## src/rtl/lsu_pkg.sv

```systemverilog
// lsu_pkg: shared types and constants for the LSU data_memory master.
//   lsu_size_t  : access size encoding carried on req_size
//   lsu_state_t : master FSM states (exposed on dbg_state)
//   STAT_W      : width of the optional statistics counters
//   sat_inc     : saturating increment used by the statistics counters
package lsu_pkg;

    typedef enum logic [1:0] {
        SZ_BYTE = 2'd0,
        SZ_HALF = 2'd1,
        SZ_WORD = 2'd2,
        SZ_RSVD = 2'd3
    } lsu_size_t;

    typedef enum logic [2:0] {
        IDLE  = 3'd0,
        READ  = 3'd1,
        MERGE = 3'd2,
        WRITE = 3'd3,
        RESP  = 3'd4
    } lsu_state_t;

    localparam int STAT_W = 16;

    function automatic logic [STAT_W-1:0] sat_inc(input logic [STAT_W-1:0] v);
        return (v == {STAT_W{1'b1}}) ? v : v + 1'b1;
    endfunction

endpackage

```

## src/rtl/lsu_align.sv

```systemverilog
// lsu_align: combinational lane logic shared by the load and read-modify-write
// paths of lsu_mem_master.
//   rdata      in  : word returned by data_memory
//   wdata      in  : right-aligned store data
//   size       in  : lsu_size_t access size
//   lane       in  : byte lane (byte address bits [1:0])
//   sgn        in  : sign-extend sub-word load results
//   load_data  out : selected lane(s) of rdata, sign/zero extended
//   merge_data out : rdata with the selected lane(s) replaced by wdata
//   misaligned out : access cannot be performed (bad alignment or reserved size)
module lsu_align
    import lsu_pkg::*;
#(
    parameter int W = 32
) (
    input  logic [W-1:0] rdata,
    input  logic [W-1:0] wdata,
    input  logic [1:0]   size,
    input  logic [1:0]   lane,
    input  logic         sgn,
    output logic [W-1:0] load_data,
    output logic [W-1:0] merge_data,
    output logic         misaligned
);

    logic [7:0]  byte_v;
    logic [15:0] half_v;

    always_comb begin
        byte_v     = rdata[{lane, 3'b000} +: 8];
        half_v     = rdata[{lane[1], 4'b0000} +: 16];
        load_data  = '0;
        merge_data = rdata;
        misaligned = 1'b0;
        case (lsu_size_t'(size))
            SZ_BYTE: begin
                load_data = {{(W-8){sgn & byte_v[7]}}, byte_v};
                merge_data[{lane, 3'b000} +: 8] = wdata[7:0];
            end
            SZ_HALF: begin
                // lane[1] picks the half; lane[0] set means the half straddles lanes.
                load_data  = {{(W-16){sgn & half_v[15]}}, half_v};
                merge_data[{lane[1], 4'b0000} +: 16] = wdata[15:0];
                misaligned = lane[0];
            end
            SZ_WORD: begin
                load_data  = rdata;
                merge_data = wdata;
                misaligned = (lane != 2'd0);
            end
            default: begin
                misaligned = 1'b1;
            end
        endcase
    end

endmodule

```

## src/rtl/lsu_mem_master.sv

```systemverilog
// lsu_mem_master: initiator side of the data_memory port. Accepts byte/half/word
// load and store requests, drives data_memory, and returns aligned, extended
// load data. data_memory has no byte enables, so sub-word stores are done as
// read-modify-write (READ -> MERGE -> WRITE).
//
// Ports:
//   clk, rst                 clock (rising edge), async active-low reset
//   req_valid/req_ready      request handshake
//   req_we, req_size,
//   req_signed, req_addr,
//   req_wdata                request fields (byte address, right-aligned data)
//   rsp_valid                one-cycle response pulse
//   rsp_rdata                load result (0 for stores), held until next response
//   rsp_err                  misaligned/reserved request, no memory access made
//   address, MemRead,
//   MemWrite, write_data     to data_memory
//   read_data                from data_memory, valid RD_LAT cycles after MemRead
//   dbg_state                current FSM state (lsu_state_t encoding)
//
// Optional feature: define LSU_STATS_EN to add saturating counters
// stat_loads, stat_stores, stat_errs (STAT_W bits each).
//
// Handshake: a request transfers on a rising edge where req_valid && req_ready.
// req_ready is high only in IDLE, so at most one request is outstanding; all
// request fields are captured on transfer and req_valid is ignored afterwards.
module lsu_mem_master
    import lsu_pkg::*;
#(
    parameter int W      = 32,
    parameter int N      = 5,
    parameter int RD_LAT = 1
) (
    input  logic         clk,
    input  logic         rst,
    input  logic         req_valid,
    output logic         req_ready,
    input  logic         req_we,
    input  logic [1:0]   req_size,
    input  logic         req_signed,
    input  logic [N+1:0] req_addr,
    input  logic [W-1:0] req_wdata,
    output logic         rsp_valid,
    output logic [W-1:0] rsp_rdata,
    output logic         rsp_err,
    output logic [N-1:0] address,
    output logic         MemRead,
    output logic         MemWrite,
    output logic [W-1:0] write_data,
    input  logic [W-1:0] read_data,
    output logic [2:0]   dbg_state
`ifdef LSU_STATS_EN
    ,
    output logic [STAT_W-1:0] stat_loads,
    output logic [STAT_W-1:0] stat_stores,
    output logic [STAT_W-1:0] stat_errs
`endif
);

    localparam int CW = (RD_LAT > 1) ? $clog2(RD_LAT) : 1;

    lsu_state_t    state_q, state_d;
    logic [CW-1:0] cnt_q;
    logic          we_q;
    logic          sgn_q;
    lsu_size_t     size_q;
    logic [1:0]    lane_q;
    logic [N-1:0]  idx_q;
    logic [W-1:0]  wbuf_q;   // store data, later the merged word
    logic          err_q;
    logic [W-1:0]  rdata_q;  // last response data, held between responses

    logic          accept;
    logic          read_done;
    logic [1:0]    sel_size;
    logic [1:0]    sel_lane;
    logic [W-1:0]  load_data;
    logic [W-1:0]  merge_data;
    logic          misaligned;

    assign accept    = req_valid && (state_q == IDLE);
    assign read_done = (cnt_q == CW'(RD_LAT - 1));

    // In IDLE the aligner checks the incoming request; afterwards it works on
    // the captured request for extraction and merging.
    assign sel_size = (state_q == IDLE) ? req_size      : size_q;
    assign sel_lane = (state_q == IDLE) ? req_addr[1:0] : lane_q;

    lsu_align #(.W(W)) u_align (
        .rdata      (read_data),
        .wdata      (wbuf_q),
        .size       (sel_size),
        .lane       (sel_lane),
        .sgn        (sgn_q),
        .load_data  (load_data),
        .merge_data (merge_data),
        .misaligned (misaligned)
    );

    always_ff @(posedge clk or negedge rst) begin
        if (!rst) begin
            state_q <= IDLE;
            cnt_q   <= '0;
            we_q    <= 1'b0;
            sgn_q   <= 1'b0;
            size_q  <= SZ_BYTE;
            lane_q  <= '0;
            idx_q   <= '0;
            wbuf_q  <= '0;
            err_q   <= 1'b0;
            rdata_q <= '0;
        end else begin
            state_q <= state_d;
            if (state_q == READ) begin
                cnt_q <= cnt_q + 1'b1;
            end else begin
                cnt_q <= '0;
            end
            if (accept) begin
                we_q   <= req_we;
                sgn_q  <= req_signed;
                size_q <= lsu_size_t'(req_size);
                lane_q <= req_addr[1:0];
                idx_q  <= req_addr[N+1:2];
                wbuf_q <= req_wdata;
                err_q  <= misaligned;
            end
            // read_data is valid during MERGE; fold the new lanes in here.
            if (state_q == MERGE) begin
                wbuf_q <= merge_data;
            end
            if (state_q == RESP) begin
                rdata_q <= rsp_rdata;
            end
        end
    end

    always_comb begin
        state_d = state_q;
        case (state_q)
            IDLE: begin
                if (accept) begin
                    if (misaligned) begin
                        state_d = RESP;
                    end else if (req_we && (lsu_size_t'(req_size) == SZ_WORD)) begin
                        state_d = WRITE;
                    end else begin
                        state_d = READ;
                    end
                end
            end
            READ: begin
                if (read_done) begin
                    state_d = we_q ? MERGE : RESP;
                end
            end
            MERGE:   state_d = WRITE;
            WRITE:   state_d = RESP;
            RESP:    state_d = IDLE;
            default: state_d = IDLE;
        endcase
    end

    always_comb begin
        req_ready  = (state_q == IDLE);
        MemRead    = (state_q == READ);
        MemWrite   = (state_q == WRITE);
        rsp_valid  = (state_q == RESP);
        rsp_err    = (state_q == RESP) && err_q;
        address    = '0;
        write_data = '0;
        if ((state_q == READ) || (state_q == MERGE) || (state_q == WRITE)) begin
            address = idx_q;
        end
        if (state_q == WRITE) begin
            write_data = wbuf_q;
        end
        // For loads read_data is still valid in RESP, so the result is taken
        // straight from the aligner; errors leave the previous result in place.
        rsp_rdata = rdata_q;
        if ((state_q == RESP) && !err_q) begin
            rsp_rdata = we_q ? '0 : load_data;
        end
    end

    assign dbg_state = state_q;

`ifdef LSU_STATS_EN
    always_ff @(posedge clk or negedge rst) begin
        if (!rst) begin
            stat_loads  <= '0;
            stat_stores <= '0;
            stat_errs   <= '0;
        end else if (state_q == RESP) begin
            if (err_q) begin
                stat_errs <= sat_inc(stat_errs);
            end else if (we_q) begin
                stat_stores <= sat_inc(stat_stores);
            end else begin
                stat_loads <= sat_inc(stat_loads);
            end
        end
    end
`endif

endmodule

```

## config.mk

```make
export PLATFORM = sky130hd
export DESIGN_NAME = lsu_mem_master
export DESIGN_NICKNAME = d
export VERILOG_FILES = /design/src/rtl/lsu_pkg.sv /design/src/rtl/lsu_align.sv /design/src/rtl/lsu_mem_master.sv
export SDC_FILE = /design/constraint.sdc
export NUM_CORES = 1
export LEC_CHECK = 0
export BUFFER_PORTS_ARGS = -buffer_cell sky130_fd_sc_hd__buf_4
export CORE_ASPECT_RATIO = 0.5
export CORE_UTILIZATION = 53
export DETAILED_ROUTE_END_ITERATION = 12
export GPL_TIMING_DRIVEN = 0
export PLACE_DENSITY = 0.85
export SYNTH_ARGS = -nofsm -noshare
export SYNTH_HDL_FRONTEND = slang
export SYNTH_HIERARCHICAL = 1
export SYNTH_SLANG_ARGS = --single-unit
```

## constraint.sdc

```tcl
create_clock -name clk -period 4.42 [get_ports clk]
set_input_delay 0.221 -clock clk [delete_from_list [all_inputs] [get_ports clk]]
set_output_delay 0.221 -clock clk [all_outputs]
set_load 0.02 [all_outputs]
```

* Word-level counts from Yosys, hierarchy flattened
Index checks and enable logic that the tools add are counted.
** Operators by class
- Add/subtract/negate cells :: 3
- Equal/unequal tests :: 10
- Shift operators :: 6
- Mux-type cells :: 20
- Bitwise operators :: 2
- Reduce and logical (&&, ||, !) cells :: 13
** Operators with widths (count)
- 32-bit case mux with 3 select lines :: 2
- 32-bit two-way mux :: 5
- 32-bit bitwise mux :: 2
- 16-bit by 7-bit variable shift with 32-bit output, first input constant :: 1
- 8-bit by 7-bit variable shift with 32-bit output, first input constant :: 1
- 16-bit by 7-bit indexed part select with 32-bit output :: 1
- 32-bit by 6-bit indexed part select with 16-bit output :: 1
- 32-bit by 6-bit indexed part select with 8-bit output :: 1
- 8-bit by 7-bit indexed part select with 32-bit output :: 1
- 5-bit negator with 7-bit output :: 2
- 3-bit two-way mux :: 4
- 3-bit case mux with 4 select lines :: 1
- 3-bit by 2-bit == test with 1-bit output, second input constant :: 2
- 2-bit two-way mux :: 3
- 5-bit two-way mux :: 1
- 2-bit == test, second input constant :: 2
- 1-bit logical AND :: 4
- 2-bit != test, second input constant :: 2
- 2-bit AND reduction :: 2
- 2-bit nonzero test :: 2
- 3-bit by 1-bit == test with 1-bit output, second input constant :: 1
- 3-bit == test, second input constant :: 1
- 3-bit zero test :: 1
- 1-bit case mux with 3 select lines :: 1
- other kinds (8) :: 10
** Storage, ports and cells
- Register bits :: 80
- Bits of input ports :: 78
- Output and inout bits :: 77
- Logic and storage cells :: 64

* Depth between registers and ports, before layout
- Depth in word-level cells :: 7
- Depth in mapped cells :: 13
- Gate-level depth less buffers :: 10

* Hierarchy
The synthesis kept the hierarchy.
** Modules (own cells, without submodules)
- lsu_mem_master :: times used 1, cells an instance 459, area an instance 4212.8 sq um, sequential area each 2001.9 sq um
- lsu_align :: times used 1, cells an instance 237, area an instance 1889.3 sq um, sequential area each 0.0 sq um

* Least setup slack after synthesis
OpenSTA, ideal clock, no wires.
- Path kind :: register -> register
- From :: register state_q[2] (netlist: dbg_state[2])
- To :: register wbuf_q[10]
- Setup time :: 0.133 ns
- Arrival :: 3.343 ns
- Required time :: 4.287 ns
- Slack :: 0.944 ns
- Cell stages (with the launch flop) :: 14
- Buffers on the path :: 3
- Period minus slack after synthesis :: 3.476 ns
- Cells stage by stage :: dfrtp_1 nor3_2 mux2_2 buf_2 inv_1 buf_2 ha_1 nor3b_1 and3_1 buf_2 a222oi_1 o21ai_1 a22oi_1 o21ai_0
** On the way
- Word-level cells in the longest chain between the ends :: 7
- Elaborated cells on any way between the ends :: 21
- Those cells by class :: add/sub: 2; eq/ne: 4; shift: 4; mux: 6; reduce/logical: 5
** Ends and longest elaborated chain
- from (decl) :: line lsu_mem_master.sv:61 : lsu_state_t state_q, state_d;
- from (signal assigned) :: line lsu_mem_master.sv:112 : state_q <= state_d;
- 3-bit zero test *
- via req_ready :: line lsu_mem_master.sv:36 : output logic req_ready,
- 2-bit two-way mux * :: line lsu_mem_master.sv:86 : assign sel_lane = (state_q == IDLE) ? req_addr[1:0] : lane_q;
- via sel_lane[1] :: line lsu_mem_master.sv:75 : logic [1:0] sel_lane;
- 5-bit negator with 7-bit output (on tied branches) :: line lsu_align.sv:43, lsu_align.sv:38
- 16-bit by 7-bit indexed part select with 32-bit output (tied with other cells) :: line lsu_align.sv:43 : merge_data[{lane[1], 4'b0000} +: 16] = wdata[15:0];
- 32-bit bitwise mux (on tied branches) :: line lsu_align.sv:43, lsu_align.sv:38
- 32-bit case mux with 3 select lines * :: line lsu_align.sv:35 : case (lsu_size_t'(size))
- via merge_data[10] :: line lsu_mem_master.sv:77 : logic [W-1:0] merge_data;
- 32-bit two-way mux * :: line lsu_mem_master.sv:128 : if (state_q == MERGE) begin
- to (signal assigned) :: line lsu_mem_master.sv:124 : wbuf_q <= req_wdata;
- to (signal assigned) :: line lsu_mem_master.sv:129 : wbuf_q <= merge_data;
- to (decl) :: line lsu_mem_master.sv:68 : logic [W-1:0] wbuf_q;
Mark *: on every way through the listed nets, which the timed path passes. The rest lies on a longest branch.
A chain may end at the register's enable or synchronous reset.

* Final worst setup path
- From :: register state_q[1] (netlist: dbg_state[1])
- To :: register wbuf_q[17]
** On the way
- Word-level cells in the longest chain between the ends :: 7
- Elaborated cells on any way between the ends :: 21
- Those cells by class :: add/sub: 2; eq/ne: 4; shift: 4; mux: 6; reduce/logical: 5
** Ends and longest elaborated chain (line)
- 3-bit zero test * :: lsu_mem_master.sv:86
- 2-bit two-way mux * :: lsu_mem_master.sv:86
- via sel_lane[1] :: lsu_mem_master.sv:75
- 5-bit negator with 7-bit output (on tied branches) :: lsu_align.sv:43, lsu_align.sv:38
- 16-bit by 7-bit indexed part select with 32-bit output (tied with other cells) :: lsu_align.sv:43
- 32-bit bitwise mux (on tied branches) :: lsu_align.sv:43, lsu_align.sv:38
- 32-bit case mux with 3 select lines * :: lsu_align.sv:35
- via merge_data[17] :: lsu_mem_master.sv:77
- 32-bit two-way mux * :: lsu_mem_master.sv:128
Marks and branches as above.

==> metrics.yaml <==
logic_synthesis:
  ys_warn_count: 6
  postSynthCellCount: 696
  syn-num-nets: 779
  synth-edff-count: 0
  syn_area_sq_um: 6100
  synthFlopType: "dfrtp_1"
  synth.distinct_cells: 50
  synth_seq_area_share_pct: 32.8
  ys_ff_latch: 80
  syn-mean-instance-area_sq_um: 8.77
  synthArstFlopShare_pct: 100
route:
  drc_errors: 0
  routed_wl_microns: 22600
  routed-via-count: 6590
  drtIter0Drc: 818
  drt-vias-per-instance: 6.52
  wl_per_cell_microns: 22.4
  firstDrtPassIters: 8
  detail-route-antenna-nets: 0
die:
  num_io_pins: 155
  rows: 27
  start_util_pct: 54.9
  die_h_microns: 77.9
  dieWidth_microns: 154
  dieArea_sq_um: 12000
  core_area_sq_um: 11100
sta:
  fmax_ghz: 0.246
  finalCriticalPeriod_ns: 4.07
  rsz0062_at_grt: "no"
  worst_pin_slew_ns: 1.08
  setup_slack_ns: 0.347
  fin_skew_ns: 0.00509
  setup_viol_count_final: 0
  slew_headroom_pct: 27.7
  whs_ns: 0.0781
  hold_viol: 0
  slew_viol_final: 0
  fin_crit_sh_pct: 92.1
  setup_tns_ns: 0
clocking:
  cts_resized: 0
  cts_tree: "yes"
  ctsHoldBuffers: 0
  postCtsSetupBuffers: 0
  cts-root-buf: "clkbuf_16"
  clock-sinks: 80
  h-tree-depth: 3
  clk_pin_slew_ns: 0.06
  clock_latency_ns: 0.34
  clk_path_buf_depth: 2
  numCtsBuffers: 9
setup_path:
  r2r_cells: 12
  path_class: "reg -> reg"
  setup.worst_path.end: "wbuf_q[17]$_DFFE_PN0P_"
  cp_max_fo: 12
  crit_path_end_kind: "register"
  rr_startpoint: "dbg_state[1]$_DFFE_PN0P_"
  r2r-end: "wbuf_q[17]$_DFFE_PN0P_"
  crit_required_ns: 4.67
  ff2ff_setup_slack_ns: 0.35
  crit_arrival_ns: 4.33
  critPathLaunchType: "register"
  crit_path_start: "dbg_state[1]$_DFFE_PN0P_"
global_routing:
  gr-total-overflow: 0
  grt_pass1_vias: 6244
  grtUsageTotal_pct: 38.3
  grt_start_max_net_pins: 81
  grt_pass1_wl_microns: 34900
  grt_antenna_before_repair: 0
final_layout:
  final-seq-area_sq_um: 2000
  layout-drive-gt1-share_pct: 29.4
  multiInputGateArea_sq_um: 3770
  antenna_cells: 0
  syn2layout_area_growth_pct: 27.2
  n_fill_cell: 869
  post-route-util_pct: 69.8
  final_nets: 944
job:
  cap_violations: 0
placement:
  pre_cts_ws_ns: 0.479
  port-buffer-count: 154
  gp_congestion: 0.962
  hpwlAfterDp_microns: 16800
power:
  power.leakage_nw: 3.47
  ir_worst_vdd_mv: 0.413
  p_per_area_nw_per_um2: 855
worst_hold_path:
  min_path_type: "in -> async"
outcome:
  status: "finished clean"
## per-stage QoR
step / instances / power [W] / instance area [sq um]
3_3_place_gp: 995 / 0.00556 / 7440
4_1_cts: 1011 / 0.00650 / 7760
5_1_grt: 1011 / 0.00701 / 7760
6_report: 1011 / 0.00664 / 7760
3_5_place_dp: 995 / 0.00564 / 7440
2_1_floorplan: 696 / 0.00430 / 6100
## worst min path at each step
stage	startpoint	endpoint	slack, ns	cells past startpoint
global route	req_addr[5]	idx_q[3]$_DFFE_PN0P_	0.11	2
CTS	rst	idx_q[2]$_DFFE_PN0P_	0.11	1
detailed placement	cnt_q$_DFF_PN0_	cnt_q$_DFF_PN0_	0.46	1
finish	rst	idx_q[2]$_DFFE_PN0P_	0.08	1
global placement	cnt_q$_DFF_PN0_	cnt_q$_DFF_PN0_	0.44	1
floorplan	rst	cnt_q$_DFF_PN0_	-0.07	0
## kinds of logic (layout without fill, tap and decap cells)
kind of cell               Yosys count  in the layout  share of synthesized area, %
AOI/OAI and AO/OA                  280            280                          31.3
and+or+nand+nor                    204            204                          19.3
DFF                                 80             80                          32.8
buffers and inverters               73            243                          5.43
muxes                               54             54                          10.2
adders and majority gates            5              5                          1.03
## cell usage after synthesis (7+ instances only)
| cell | instances | share of area, % |
|---|---|---|
| a31oi_1 | 34 | 3.5 |
| a221o_1 | 22 | 3.6 |
| a22oi_1 | 46 | 5.7 |
| a21o_1 | 17 | 2.1 |
| o21ai_0 | 49 | 4.0 |
| inv_1 | 8 | 0.49 |
| a222oi_1 | 7 | 1.1 |
| mux2i_1 | 11 | 1.8 |
| mux2_2 | 40 | 7.4 |
| nand2_1 | 37 | 2.3 |
| buf_2 | 22 | 1.8 |
| a21oi_1 | 7 | 0.57 |
| nor2b_1 | 48 | 4.9 |
| dfrtp_1 | 80 | 33 |
| nor2_1 | 14 | 0.86 |
| nor3_1 | 7 | 0.57 |
| and2_1 | 40 | 4.1 |
| a22o_1 | 24 | 3.4 |
| nand2b_1 | 37 | 3.8 |
| o21ai_1 | 57 | 4.7 |
| clkbuf_1 | 34 | 2.1 |
## layout make-up
type | count | area share [%]
Timing Repair Buffer | 154 | 14.9
Inverter | 8 | 0.387
Clock inverter | 6 | 1.19
Multi-Input combinational cell | 543 | 48.6
Sequential cell | 80 | 25.8
Buffer | 65 | 3.89
Tap cell | 145 | 2.34
Clock buffer | 10 | 2.95
## flip-flops by register name, summed over array words and instances, names as in the netlist
register,count
wbuf_q,32
sgn_q,1
err_q,1
we_q,1
idx_q,5
lane_q,2
dbg_state,3
size_q,2
rdata_q,32
cnt_q,1
## critical path, stage by stage, from the launching register on
cell	delay, ns
dfrtp_1	0.47
nor3_2	0.55
mux2_2	0.42
buf_2	0.32
inv_1	0.11
buf_2	0.23
ha_1	0.41
nor3b_1	0.30
a31oi_1	0.17
nor2_1	0.48
a221o_1	0.31
a22oi_1	0.09
o21ai_0	0.12
## power by group
part           internal [W]  total, W  switching, W
sequential          0.00108   0.00147      0.000392
combinational       0.00183   0.00433       0.00250
clock              0.000499  0.000832      0.000334
## placed cells by master (no fill, tap or decap), drive strengths merged, types with 7 or more instances in the layout
cell,netlist,routed
a31oi,34,34
a221o,22,22
a222oi,7,7
buf,31,185
and2,40,40
a22oi,46,46
nor2b,48,48
a21o,17,17
mux2,41,41
nor2,16,16
a22o,24,24
a21oi,7,7
o21ai,106,106
nor3,9,9
nand2,37,37
clkbuf,34,44
nand2b,37,37
mux2i,11,11
inv,8,9
dfrtp,80,80
## metal layers
| metal | GRT usage (%) | share of wire, % | vias up |
|---|---|---|---|
| li1 | - | - | 2934 |
| met1 | 53.2 | 43 | 3161 |
| met2 | 56.7 | 42 | 436 |
| met3 | 11.3 | 12 | 59 |
| met4 | 12.6 | 2.7 | 0 |
| met5 | 0 | 0 | - |
Power figures use the tool's default switching activity.
